==> config.mk <==
export PLATFORM = sky130hd
export DESIGN_NAME = vector_recorder_flat
export DESIGN_NICKNAME = d
export VERILOG_FILES = /design/src/rtl/vector_recorder_pkg.sv /design/src/rtl/vector_recorder_if.sv /design/src/rtl/vector_recorder_mem.sv /design/src/rtl/vector_recorder.sv /design/src/flat_wrapper.sv
export SDC_FILE = /design/constraint.sdc
export NUM_CORES = 1
export LEC_CHECK = 0
export ABC_AREA = 1
export BUFFER_PORTS_ARGS = -buffer_cell sky130_fd_sc_hd__buf_2
export CAP_MARGIN = 20
export CORE_MARGIN = 3
export CORE_UTILIZATION = 45
export DETAILED_ROUTE_END_ITERATION = 10
export PLACE_DENSITY = 0.65
export SLEW_MARGIN = 40
export SYNTH_ARGS = -nofsm -noshare
export SYNTH_HDL_FRONTEND = slang
export SYNTH_HIERARCHICAL = 1
export SYNTH_SLANG_ARGS = --single-unit
==> constraint.sdc <==
create_clock -name clk -period 2.2 [get_ports clk]
set_input_delay 0.44 -clock clk [delete_from_list [all_inputs] [get_ports clk]]
set_output_delay 0.44 -clock clk [all_outputs]
set_load 0.01 [all_outputs]
==> src/rtl/vector_recorder_pkg.sv <==
// Shared types and defaults for the vector recorder: FSM state encoding,
// default geometry and pointer-width helper.
package vector_recorder_pkg;

  localparam int unsigned VEC_W_DEF = 4;
  localparam int unsigned DEPTH_DEF = 16;

  // Encodings are pinned so captured state values match the legacy block.
  typedef enum logic [1:0] {
    IDLE   = 2'd0,
    RECORD = 2'd1,
    DUMP   = 2'd2
  } state_e;

  function automatic int unsigned ptr_w(input int unsigned depth);
    return (depth > 1) ? $clog2(depth) : 1;
  endfunction

  localparam int unsigned PTR_W_DEF = ptr_w(DEPTH_DEF);

endpackage

==> src/rtl/vector_recorder_if.sv <==
// Capture/readback bundle of the vector recorder. The master side is the
// environment (control, samples, consumer); the slave side is the recorder.
interface vector_recorder_if
  import vector_recorder_pkg::*;
#(
  parameter int unsigned VEC_W = VEC_W_DEF,
  parameter int unsigned DEPTH = DEPTH_DEF
);

  logic                    start;
  logic                    stop;
  logic                    sample_valid;
  logic [VEC_W-1:0]        sample_data;
  logic                    rd_valid;
  logic                    rd_ready;
  logic [VEC_W-1:0]        rd_data;
  logic                    rd_last;
  logic                    busy;
  logic                    full;
  logic [$clog2(DEPTH):0]  count;
  logic                    overflow;

  modport master (
    output start, stop, sample_valid, sample_data, rd_ready,
    input  rd_valid, rd_data, rd_last, busy, full, count, overflow
  );

  modport slave (
    input  start, stop, sample_valid, sample_data, rd_ready,
    output rd_valid, rd_data, rd_last, busy, full, count, overflow
  );

endinterface

==> src/rtl/vector_recorder_mem.sv <==
// Vector storage: DEPTH x VEC_W registers, one synchronous write port and one
// asynchronous read port. Contents are deliberately not reset.
module vector_mem
  import vector_recorder_pkg::*;
#(
  parameter int unsigned VEC_W = VEC_W_DEF,
  parameter int unsigned DEPTH = DEPTH_DEF
) (
  input  logic                    clk_i,
  input  logic                    we_i,
  input  logic [ptr_w(DEPTH)-1:0] waddr_i,
  input  logic [VEC_W-1:0]        wdata_i,
  input  logic [ptr_w(DEPTH)-1:0] raddr_i,
  output logic [VEC_W-1:0]        rdata_o
);

  logic [VEC_W-1:0] mem_q [DEPTH];

  always_ff @(posedge clk_i) begin
    if (we_i) begin
      mem_q[waddr_i] <= wdata_i;
    end
  end

  assign rdata_o = mem_q[raddr_i];

endmodule

==> src/rtl/vector_recorder.sv <==
// Vector recorder top: captures sample vectors while armed, then streams them
// back oldest-first over a valid/ready port with a last marker.
module vector_recorder
  import vector_recorder_pkg::*;
#(
  parameter int unsigned VEC_W = VEC_W_DEF,
  parameter int unsigned DEPTH = DEPTH_DEF
) (
  input  logic              clk,
  input  logic              reset,
  vector_recorder_if.slave  bus
);

  localparam int unsigned PW = ptr_w(DEPTH);
  localparam logic [PW:0] DEPTH_C = DEPTH[PW:0];

  state_e           state_q, state_d;
  logic [PW-1:0]    wr_ptr_q, wr_ptr_d;
  logic [PW-1:0]    rd_ptr_q, rd_ptr_d;
  logic [PW:0]      count_q, count_d;
  logic             overflow_q, overflow_d;

  logic             wr_en;
  logic [PW:0]      count_wr;
  logic             full;
  logic             in_dump;
  logic             last;
  logic [VEC_W-1:0] mem_rdata;

  assign full    = (count_q == DEPTH_C);
  assign in_dump = (state_q == DUMP);
  assign last    = ({1'b0, rd_ptr_q} == (count_q - 1'b1));

  vector_mem #(
    .VEC_W (VEC_W),
    .DEPTH (DEPTH)
  ) u_mem (
    .clk_i   (clk),
    .we_i    (wr_en & ~reset),
    .waddr_i (wr_ptr_q),
    .wdata_i (bus.sample_data),
    .raddr_i (rd_ptr_q),
    .rdata_o (mem_rdata)
  );

  always_comb begin
    state_d    = state_q;
    wr_ptr_d   = wr_ptr_q;
    rd_ptr_d   = rd_ptr_q;
    count_d    = count_q;
    overflow_d = overflow_q;
    wr_en      = 1'b0;
    count_wr   = count_q;

    case (state_q)
      IDLE: begin
        if (bus.start) begin
          state_d    = RECORD;
          wr_ptr_d   = '0;
          rd_ptr_d   = '0;
          count_d    = '0;
          overflow_d = 1'b0;
        end
      end

      RECORD: begin
        if (bus.sample_valid) begin
          if (full) begin
            overflow_d = 1'b1;
          end else begin
            wr_en    = 1'b1;
            count_wr = count_q + 1'b1;
            // Hold the write pointer on the final slot so it never wraps.
            if (count_wr != DEPTH_C) begin
              wr_ptr_d = wr_ptr_q + 1'b1;
            end
          end
        end
        count_d = count_wr;
        // Stop sees the post-write count, so a same-cycle sample is kept.
        if (count_wr == DEPTH_C) begin
          state_d = DUMP;
        end else if (bus.stop) begin
          state_d = (count_wr != '0) ? DUMP : IDLE;
        end
      end

      DUMP: begin
        if (bus.sample_valid) begin
          overflow_d = 1'b1;
        end
        if (bus.rd_ready) begin
          if (last) begin
            state_d = IDLE;
          end else begin
            rd_ptr_d = rd_ptr_q + 1'b1;
          end
        end
      end

      default: state_d = IDLE;
    endcase
  end

  always_ff @(posedge clk) begin
    if (reset) begin
      state_q    <= IDLE;
      wr_ptr_q   <= '0;
      rd_ptr_q   <= '0;
      count_q    <= '0;
      overflow_q <= 1'b0;
    end else begin
      state_q    <= state_d;
      wr_ptr_q   <= wr_ptr_d;
      rd_ptr_q   <= rd_ptr_d;
      count_q    <= count_d;
      overflow_q <= overflow_d;
    end
  end

  // Read-side outputs decode registered state only; no path from rd_ready.
  assign bus.busy     = (state_q != IDLE);
  assign bus.full     = full;
  assign bus.count    = count_q;
  assign bus.overflow = overflow_q;
  assign bus.rd_valid = in_dump;
  assign bus.rd_last  = in_dump & last;
  assign bus.rd_data  = in_dump ? mem_rdata : '0;

endmodule
==> src/flat_wrapper.sv <==
// flat-port wrapper written by rule: the top's interface ports become plain ports
module vector_recorder_flat import vector_recorder_pkg::*;
#(
  parameter int unsigned VEC_W = VEC_W_DEF,
  parameter int unsigned DEPTH = DEPTH_DEF
)
  (clk, reset, bus_start, bus_stop, bus_sample_valid, bus_sample_data, bus_rd_ready, bus_rd_valid, bus_rd_data, bus_rd_last, bus_busy, bus_full, bus_count, bus_overflow);
  vector_recorder_if #(.VEC_W(VEC_W), .DEPTH(DEPTH)) bus_i ();
  input  logic clk;
  input  logic reset;
  input wire logic [$bits(bus_i.start)-1:0] bus_start;
  input wire logic [$bits(bus_i.stop)-1:0] bus_stop;
  input wire logic [$bits(bus_i.sample_valid)-1:0] bus_sample_valid;
  input wire logic [$bits(bus_i.sample_data)-1:0] bus_sample_data;
  input wire logic [$bits(bus_i.rd_ready)-1:0] bus_rd_ready;
  output wire logic [$bits(bus_i.rd_valid)-1:0] bus_rd_valid;
  output wire logic [$bits(bus_i.rd_data)-1:0] bus_rd_data;
  output wire logic [$bits(bus_i.rd_last)-1:0] bus_rd_last;
  output wire logic [$bits(bus_i.busy)-1:0] bus_busy;
  output wire logic [$bits(bus_i.full)-1:0] bus_full;
  output wire logic [$bits(bus_i.count)-1:0] bus_count;
  output wire logic [$bits(bus_i.overflow)-1:0] bus_overflow;
  assign bus_i.start = bus_start;
  assign bus_i.stop = bus_stop;
  assign bus_i.sample_valid = bus_sample_valid;
  assign bus_i.sample_data = bus_sample_data;
  assign bus_i.rd_ready = bus_rd_ready;
  assign bus_rd_valid = bus_i.rd_valid;
  assign bus_rd_data = bus_i.rd_data;
  assign bus_rd_last = bus_i.rd_last;
  assign bus_busy = bus_i.busy;
  assign bus_full = bus_i.full;
  assign bus_count = bus_i.count;
  assign bus_overflow = bus_i.overflow;
  vector_recorder #(.VEC_W(VEC_W), .DEPTH(DEPTH)) u_core (.clk(clk), .reset(reset), .bus(bus_i));
endmodule
==> results.yml, run 1 <==
cells_and_area:
  drive_above_1_share: 0.183
  area_growth_pct: 12.8
  mostFrequentLayoutCells: "nand2_1 (146), inv_1 (71), nand3_1 (65)"
  nFillCells: 830
  regArea_um2: 2250
  fin_util: 0.532
  n_antenna_cell: 0
  multi_input_area_um2: 1540
  nets: 537
  layout_commonest_cell: "nand2_1"
  postLayoutCellArea_um2: 4730
min_path:
  hold_path_end: "u_core/bus.overflow"
  hold_class: "reg2reg"
  hold_start: "u_core/bus.overflow"
  hold_depth: 2
place:
  port-buffer-count: 23
  place_congestion: 0.848
  place_area_um2: 4420
  pre_cts_ws_ns: -0.152
  hpwl_um: 6300
route:
  drt_iter0_drc: 246
  wire_per_inst_um: 14.3
  drc_errors: 0
  vias_per_cell: 4.96
  firstDrtPassIters: 4
  route.vias.total: 3135
  postRouteAntennaNets: 0
  routed_wl_um: 9020
critical_path:
  critical_path_class: "reg2out"
  slowest_stage: "dfxtp_4"
  rrSetupSlack_ns: 0.21
  worst_r2r_path_depth: 7
  cpPeakStageDelay_ns: 0.44
  endpoint_kind: "output pin"
  worstPathRequired_ns: 1.76
  worstPathMaxFanout: 9
  r2r-start: "u_core/bus.count[0]"
  regToRegEndpoint: "u_core/u_mem/mem_q[11][1]"
  critPathTopFamily: "flip-flops"
  startpoint: "u_core/rd_ptr_q[0]"
  crit_chain: "buf_6 -> clkbuf_16 -> nand2_1 -> nand3_1 -> nand3_1 -> nand3_1 -> nand2_1 -> nand2_1 -> inv_1 -> buf_2"
  cp-start-kind: "flop"
  cp_data_arrival_time_ns: 1.65
  path_buf_inv: 4
cts:
  cts_hold_buf: 0
  cts_buffers: 9
  cts_sinks: 80
  cts-root-buf: "clkbuf_8"
  insertion_delay_ns: 0.34
  htreeDepth: 3
  clockBufferDepth: 2
  cts_tree: "built"
  path_clk_slew_ns: 0.08
power:
  p_sw_mw: 1.31
  p_sw_frac: 0.346
  seq_power_share: 0.457
  pwr_density_cell_nw_per_um2: 802
  p_total_mw: 3.79
  leakage_nw: 2.08
  pwr-share-comb: 0.290
  pwr-share-clk: 0.253
  peakVddDrop_mv: 0.646
  p_int_mw: 2.48
sta:
  period_minus_slack_ns: 2.09
  maxSlewViolCount: 0
  finalCritPeriodShare: 0.952
  hold_viol: 0
  tightestPinTransition_ns: 0.380
  setup_ws_ns: 0.106
  rsz0062_at_grt: "true"
  fin_skew_ns: 0.00585
  setup_violations: 0
  setup-tns-final_ns: 0
  timing.fmax_mhz: 478
  relSlewSlack: 0.745
synth:
  ys_seq_area_frac: 0.535
  synth_xor_area_frac: 0.0125
  synth_fa_ha_area_frac: 0.0239
  synth_simple_gate_area_frac: 0.288
  avgSynthCellArea_um2: 8.68
  synth_mux_area_frac: 0
  syn-num-nets: 501
  yosysWarnings: 6
  synth_compound_area_frac: 0.0337
  synth.distinct_cells: 35
  synth-seq-cells: 80
  syn_area_um2: 4190
  synth_top_family_by_area: "simple AND/OR/NAND/NOR gates"
  synth_cells: 483
flow_run:
  cap_viol_max_count: 0
global_routing:
  globalRouteTotalUtil: 0.183
  grt_pass1_vias: 2925
  antenna_found_initial: 0
  gr-total-overflow: 0
  grt_max_degree: 33
  grt_pass1_wl_um: 14700
run_status:
  status: "finished, final reports clean"
floorplan:
  die_h_um: 102
  start_util: 0.471
  design.die.area_um2: 10500
  die_x_um: 102
  io_pins: 24
  core_um2: 8890
  row_count: 34
[cells by family (layout without fill, tap and decap cells)]
| family | Yosys count | in the layout |
|---|---|---|
| compound gates | 23 | 23 |
| xor+xnor | 6 | 6 |
| fa+ha+maj | 8 | 8 |
| buf+inv | 99 | 140 |
| flops | 80 | 80 |
| simple gates | 267 | 267 |
[flip-flops by register name (all words and copies together), names as in the netlist]
| name | count |
|---|---|
| u_core/bus.overflow | 1 |
| u_core/rd_ptr_q | 4 |
| u_core/wr_ptr_q | 4 |
| u_core/state_q | 2 |
| u_core/bus.count | 5 |
| u_core/u_mem/mem_q | 64 |
[synth_stat cells, drive strengths merged]
cell type / instances / area (µm²)
nor3: 1 / 5.00
or2: 1 / 6.26
a31o: 1 / 8.76
clkbuf: 1 / 3.75
nand3: 71 / 393
nand4: 6 / 43.8
nand3b: 3 / 22.5
nand2: 150 / 576
ha: 8 / 100
buf: 15 / 125
edfxtp: 64 / 1920
o21ai: 5 / 28.8
nor2: 35 / 160
a21oi: 17 / 104
clkinv: 1 / 3.75
xnor2: 2 / 17.5
xor2: 4 / 35.0
inv: 82 / 315
dfxtp: 16 / 320
[layer usage]
layer	share of wire	GRT usage
met1	0.47	0.264
met2	0.45	0.284
met3	0.066	0.0332
met4	0.012	0.0575
met5	0	0
[worst register-to-register path: cells and delay by family (launching register included)]
| family | cells | cell delay [ns] |
|---|---|---|
| buf+inv | 1 | 0.06 |
| simple gates | 5 | 1.09 |
| flops | 1 | 0.35 |
| fa+ha+maj | 1 | 0.18 |
[per-stage QoR]
| step | instances | hold WS [ns] |
|---|---|---|
| 2_1_floorplan | 483 | 0.477 |
| 4_1_cts | 627 | 0.469 |
| 3_3_place_gp | 611 | 0.448 |
| 6_report | 632 | 0.464 |
| 5_1_grt | 632 | 0.487 |
| 3_5_place_dp | 611 | 0.456 |
[worst max-delay path by stage]
stage / endpoint / slack [ns] / cells past startpoint
2_1_floorplan: u_core/u_mem/mem_q[12][0] / 0.16 / 7
3_3_place_gp: u_core/u_mem/mem_q[8][3] / -0.07 / 7
3_5_place_dp: u_core/u_mem/mem_q[11][2] / -0.15 / 7
4_1_cts: bus_rd_last / 0.02 / 11
5_1_grt: bus_rd_data[2] / -0.01 / 10
6_report: bus_rd_data[0] / 0.11 / 10
[cell type report]
| cell class | count | share of cell area |
|---|---|---|
| multi-input cells | 304 | 0.327 |
| clock buffers | 9 | 0.0262 |
| well taps | 108 | 0.0286 |
| flip-flops and latches | 80 | 0.477 |
| clock inverters | 7 | 0.0111 |
| repair buffers | 41 | 0.0630 |
| inverters | 83 | 0.0680 |
[power groups by stage]
stage	clock network [mW]	logic, mW	registers [mW]
after floorplan	0	0.752	1.76
after global placement	0	1.03	1.76
after detailed placement	0	1.03	1.77
after CTS	0.988	1.04	1.73
after global routing	1.06	1.24	1.74
final	0.960	1.10	1.73
[what timing repair did]
item / in CTS / in global routing
endpoints found under the setup margin: 69 / 41
endpoints found under the hold margin: 0 / 0
pin swaps: 1 / 6
setup buffers: 0 / 4
gates cloned: 0 / 1
resized for setup: 3 / 21
(Power assumes the default switching activity.)
==> inputs of run 2 (changes only) <==
--- a/config.mk
+++ b/config.mk
@@ -11,7 +11,8 @@
 export CORE_MARGIN = 3
 export CORE_UTILIZATION = 45
 export DETAILED_ROUTE_END_ITERATION = 10
-export PLACE_DENSITY = 0.65
+export PLACE_DENSITY = 0.62
+export SETUP_SLACK_MARGIN = 0.15
 export SLEW_MARGIN = 40
 export SYNTH_ARGS = -nofsm -noshare
 export SYNTH_HDL_FRONTEND = slang
==> run 2 against run 1 <==
  * Non-clock buffer count is 4 higher
  * Critical path depth stayed put
  * Critical endpoint is now bus_rd_data[2]
  * Routed wire length is 11% higher
  * Largest power group unchanged
==> results.yml, run 2 (same netlist as run 1, synthesis figures left out) <==
critical_path:
  critical_path_class: "reg2out"
  crit_chain: "buf_8 -> clkbuf_16 -> nand2_1 -> nand3_1 -> nand3_1 -> nand3_1 -> nand2_1 -> nand2_1 -> inv_1 -> buf_2"
  r2r-start: "u_core/bus.count[0]"
  cp_data_arrival_time_ns: 1.70
  worstPathRequired_ns: 1.76
  worstPathMaxFanout: 8
  cp-start-kind: "flop"
  rrSetupSlack_ns: 0.24
  slowest_stage: "dfxtp_4"
  worst_r2r_path_depth: 7
  regToRegEndpoint: "u_core/u_mem/mem_q[9][2]"
  cpPeakStageDelay_ns: 0.39
  critPathTopFamily: "buffers and inverters"
  path_buf_inv: 4
  endpoint_kind: "output pin"
route:
  vias_per_cell: 5.20
  drt_iter0_drc: 276
  routed_wl_um: 10000
  drc_errors: 0
  wire_per_inst_um: 15.7
  firstDrtPassIters: 5
  route.vias.total: 3318
  postRouteAntennaNets: 0
place:
  place_area_um2: 4400
  pre_cts_ws_ns: -0.133
  hpwl_um: 6210
  port-buffer-count: 23
  place_congestion: 0.842
cts:
  clockBufferDepth: 2
  cts_sinks: 80
  cts-root-buf: "clkbuf_8"
  insertion_delay_ns: 0.35
  htreeDepth: 3
  cts_buffers: 9
  cts_tree: "built"
  path_clk_slew_ns: 0.08
sta:
  period_minus_slack_ns: 2.14
  rsz0062_at_grt: "true"
  fin_skew_ns: 0.00772
  setup_violations: 0
  finalCritPeriodShare: 0.971
  timing.fmax_mhz: 468
  maxSlewViolCount: 0
  tightestPinTransition_ns: 0.397
  setup_ws_ns: 0.0636
  hold_viol: 0
  relSlewSlack: 0.734
cells_and_area:
  area_growth_pct: 20.3
  largest_reg_flops: 64
  layout_commonest_cell: "nand2_1"
  postLayoutCellArea_um2: 5040
  drive_above_1_share: 0.270
  nets: 543
  n_antenna_cell: 0
  regMostFlops: "u_core/u_mem/mem_q"
  mostFrequentLayoutCells: "nand2_1 (139), inv_1 (68), edfxtp_1 (64)"
global_routing:
  grt_max_degree: 33
  globalRouteTotalUtil: 0.188
  gr-total-overflow: 0
  grt_pass1_wl_um: 14900
  grt_pass1_vias: 2980
  antenna_found_initial: 0
min_path:
  hold_depth: 2
  hold_path_end: "u_core/bus.overflow"
  hold_class: "reg2reg"
  hold_start: "u_core/bus.overflow"
floorplan:
  start_util: 0.471
  die_x_um: 102
  design.die.area_um2: 10500
  io_pins: 24
  core_um2: 8890
  row_count: 34
  die_h_um: 102
power:
  p_sw_mw: 1.40
  pwr-share-clk: 0.282
  leakage_nw: 2.21
  pwr_density_cell_nw_per_um2: 825
  peakVddDrop_mv: 0.759
  p_sw_frac: 0.336
  seq_power_share: 0.415
  p_int_mw: 2.76
  pwr-share-comb: 0.303
flow_run:
  cap_viol_max_count: 0
run_status:
  status: "finished, final reports clean"
## run 2: worst min-delay path: cells and delay by family (launching register included)
kind             cells  cell delay [ns]
flip-flops           1             0.32
AND/OR/NAND/NOR      1             0.06
AO/OA/AOI/OAI        1             0.05
## run 2: per-stage QoR
step           utilization  power (mW)  hold slack [ns]  setup TNS (ns)  std cells
4_1_cts              0.532        4.02            0.468               0        631
5_1_grt              0.567        4.38            0.506         -0.0468        638
3_3_place_gp         0.495        2.79            0.450          -0.569        608
3_5_place_dp         0.495        2.80            0.455           -5.79        608
2_1_floorplan            -        2.51            0.477               0        483
6_report             0.567        4.16            0.461               0        638
## run 2: worst max path at each step
stage                        start                        end  slack (ns)  depth (start not counted)
2_1_floorplan  u_core/bus.count[0]  u_core/u_mem/mem_q[12][0]        0.16                          7
3_3_place_gp   u_core/bus.count[0]   u_core/u_mem/mem_q[7][2]       -0.04                          7
3_5_place_dp   u_core/bus.count[0]   u_core/u_mem/mem_q[4][0]       -0.13                          7
4_1_cts         u_core/rd_ptr_q[0]             bus_rd_data[1]        0.11                         10
5_1_grt         u_core/rd_ptr_q[0]             bus_rd_data[2]       -0.03                         10
6_report        u_core/rd_ptr_q[0]             bus_rd_data[2]        0.06                         10
## run 2: layer usage
layer / track usage / share of wire
met1: 0.278 / 0.47
met3: 0.0223 / 0.042
met4: 0.0626 / 0.021
met2: 0.287 / 0.47
met5: 0 / 0
## run 2: power by group through the flow
stage               Clock [mW]  Sequential, mW  Combinational (mW)
floorplan                    0            1.76               0.752
global placement             0            1.76                1.03
detailed placement           0            1.76                1.04
CTS                       1.20            1.73                1.09
global route              1.25            1.73                1.39
finish                    1.17            1.73                1.26
## run 2: layout make-up
cell class	instances	area [µm²]
fillers	802	3850
repair buffers	45	398
clock buffers	9	124
multi-input cells	304	1690
flip-flops and latches	80	2250
repair inverters	2	20.0
clock inverters	7	95.1
well taps	108	135
inverters	83	329
## run 2: repair_timing
action                     4_1_cts  5_1_grt
gates resized for setup         16       55
setup endpoints to repair       69       49
pin swaps                        2       23
hold buffers                     0        0
buffers inserted                 6        3
gates cloned                     1        4
hold endpoints to repair         0        0
==> inputs of run 3 (changes only) <==
--- a/config.mk
+++ b/config.mk
@@ -11,10 +11,11 @@
 export CORE_MARGIN = 3
 export CORE_UTILIZATION = 45
 export DETAILED_ROUTE_END_ITERATION = 10
-export PLACE_DENSITY = 0.62
+export PLACE_DENSITY = 0.64
 export SETUP_SLACK_MARGIN = 0.15
 export SLEW_MARGIN = 40
 export SYNTH_ARGS = -nofsm -noshare
 export SYNTH_HDL_FRONTEND = slang
 export SYNTH_HIERARCHICAL = 1
 export SYNTH_SLANG_ARGS = --single-unit
+export TNS_END_PERCENT = 10
==> constraint.sdc (replaced) <==
create_clock -name clk -period 1.8 [get_ports clk]
set_input_delay 0.36 -clock clk [delete_from_list [all_inputs] [get_ports clk]]
set_output_delay 0.36 -clock clk [all_outputs]
set_load 0.01 [all_outputs]
==> run 3 against run 2 <==
  * The run now ends with setup timing left
  * Die area stayed put
  * Final area increased by 0.17%
  * Clock skew down 0.0010 ns
  * Worst setup slack worse by 0.28 ns
  * Global-route usage rose by 0.28 points
  * Worst hold slack worse by 0.037 ns
  * Critical path depth grew 1
  * Flip-flop and latch count unchanged
  * Utilization up 0.098 points
  * Sequential power is 22% higher
  * Largest power group unchanged
  * Clock power about the same
==> results.yml, run 3 (same netlist as run 1, synthesis figures left out) <==
critical_path:
  path_buf_inv: 4
  cp-start-kind: "flop"
  critPathTopFamily: "simple AND/OR/NAND/NOR gates"
  slowest_stage: "dfxtp_4"
  critical_path_class: "reg2out"
  cp_data_arrival_time_ns: 1.65
  worstPathMaxFanout: 16
  crit_path_frequent_cell: "nand2_1"
  cpPeakStageDelay_ns: 0.40
  crit_chain: "buf_12 -> inv_16 -> nand2_1 -> nand2_1 -> nand2_1 -> nand3_2 -> nand3_2 -> nand2_1 -> nand2_1 -> inv_1 -> buf_2"
  endpoint_kind: "output pin"
  worstPathRequired_ns: 1.44
sta:
  maxSlewViolCount: 0
  setup_ws_ns: -0.213
  period_minus_slack_ns: 2.01
  relSlewSlack: 0.720
  finalCritPeriodShare: 1.12
  timing.fmax_mhz: 497
  fin_skew_ns: 0.00672
  tightestPinTransition_ns: 0.419
  hold_viol: 0
  rsz0062_at_grt: "true"
  setup_violations: 9
  setup-tns-final_ns: -1.03
global_routing:
  globalRouteTotalUtil: 0.190
  grt_pass1_wl_um: 15100
  antenna_found_initial: 0
  gr-total-overflow: 0
  grt_pass1_vias: 3075
  grt_max_degree: 27
cells_and_area:
  regMostFlops: "u_core/u_mem/mem_q"
  nFillCells: 769
  regArea_um2: 2260
  postLayoutCellArea_um2: 5050
  multi_input_area_um2: 1730
  fin_util: 0.568
  n_antenna_cell: 0
  drive_above_1_share: 0.276
  mostFrequentLayoutCells: "nand2_1 (136), inv_1 (68), edfxtp_1 (64)"
  area_growth_pct: 20.5
  layout_commonest_cell: "nand2_1"
  largest_reg_flops: 64
  nets: 545
route:
  route.vias.total: 3308
  firstDrtPassIters: 5
  vias_per_cell: 5.17
  drc_errors: 0
  postRouteAntennaNets: 0
  routed_wl_um: 9520
  drt_iter0_drc: 218
  wire_per_inst_um: 14.9
floorplan:
  io_pins: 24
  design.die.area_um2: 10500
  die_x_um: 102
  start_util: 0.471
  row_count: 34
  core_um2: 8890
  die_h_um: 102
run_status:
  status: "finished, violations left"
  violations: "setup timing"
flow_run:
  cap_viol_max_count: 0
power:
  p_int_mw: 3.14
  pwr-share-comb: 0.324
  peakVddDrop_mv: 0.861
  p_sw_frac: 0.358
  leakage_nw: 2.17
  p_sw_mw: 1.75
  pwr-share-clk: 0.245
  pwr_density_cell_nw_per_um2: 970
  p_total_mw: 4.90
  seq_power_share: 0.431
place:
  port-buffer-count: 23
  pre_cts_ws_ns: 0.00196
  place_congestion: 0.889
  hpwl_um: 6380
  place_area_um2: 4550
cts:
  cts-root-buf: "clkbuf_8"
  cts_buffers: 9
  htreeDepth: 3
  path_clk_slew_ns: 0.09
  insertion_delay_ns: 0.35
  cts_tree: "built"
  cts_sinks: 80
  clockBufferDepth: 2
min_path:
  hold_class: "in2reg"
## run 3: layer usage
layer  track usage  vias to the layer above  routed length, µm  share of wire
met5             0                        -                  0              0
met4        0.0696                        0                153          0.016
met3        0.0352                       15                594          0.062
met2         0.307                      101               4630           0.49
met1         0.258                     1552               4140           0.44
li1              -                     1640                  -              -
## run 3: worst paths after layout
path / start / endpoint / slack, ns / depth (start not counted)
worst max-delay path: u_core/rd_ptr_q[0] / bus_rd_data[0] / -0.21 / 11
worst min register to register: u_core/bus.overflow / u_core/bus.overflow / 0.47 / 2
worst min-delay path: bus_sample_data[3] / u_core/u_mem/mem_q[2][3] / 0.42 / 1
worst max register to register: u_core/bus.count[1] / u_core/u_mem/mem_q[9][1] / -0.02 / 7
## run 3: layout make-up
| class | count | share of cell area |
|---|---|---|
| flip-flops and latches | 80 | 0.447 |
| multi-input cells | 304 | 0.342 |
| repair buffers | 48 | 0.0791 |
| inverters | 83 | 0.0669 |
| well taps | 108 | 0.0268 |
| clock buffers | 9 | 0.0245 |
| clock inverters | 7 | 0.0107 |
| repair inverters | 1 | 0.00322 |
## run 3: power groups by stage
stage	logic [mW]	registers, mW	clock network [mW]
after floorplan	0.952	2.15	0
final	1.59	2.11	1.20
after global routing	1.73	2.12	1.32
after global placement	1.37	2.14	0
after CTS	1.52	2.11	1.23
after detailed placement	1.38	2.15	0
## run 3: through the flow
stage	hold WS, ns	instances
floorplan	0.429	483
global placement	0.445	617
detailed placement	0.456	617
CTS	0.410	640
global route	0.416	640
finish	0.424	640
## run 3: what timing repair did
| item | 4_1_cts | 5_1_grt |
|---|---|---|
| pin swaps | 8 | 8 |
| cloned | 2 | 0 |
| setup endpoints to repair | 75 | 81 |
| hold endpoints to repair | 0 | 0 |
| setup buffers | 5 | 0 |
| hold buffers | 0 | 0 |
| resized for setup | 39 | 28 |
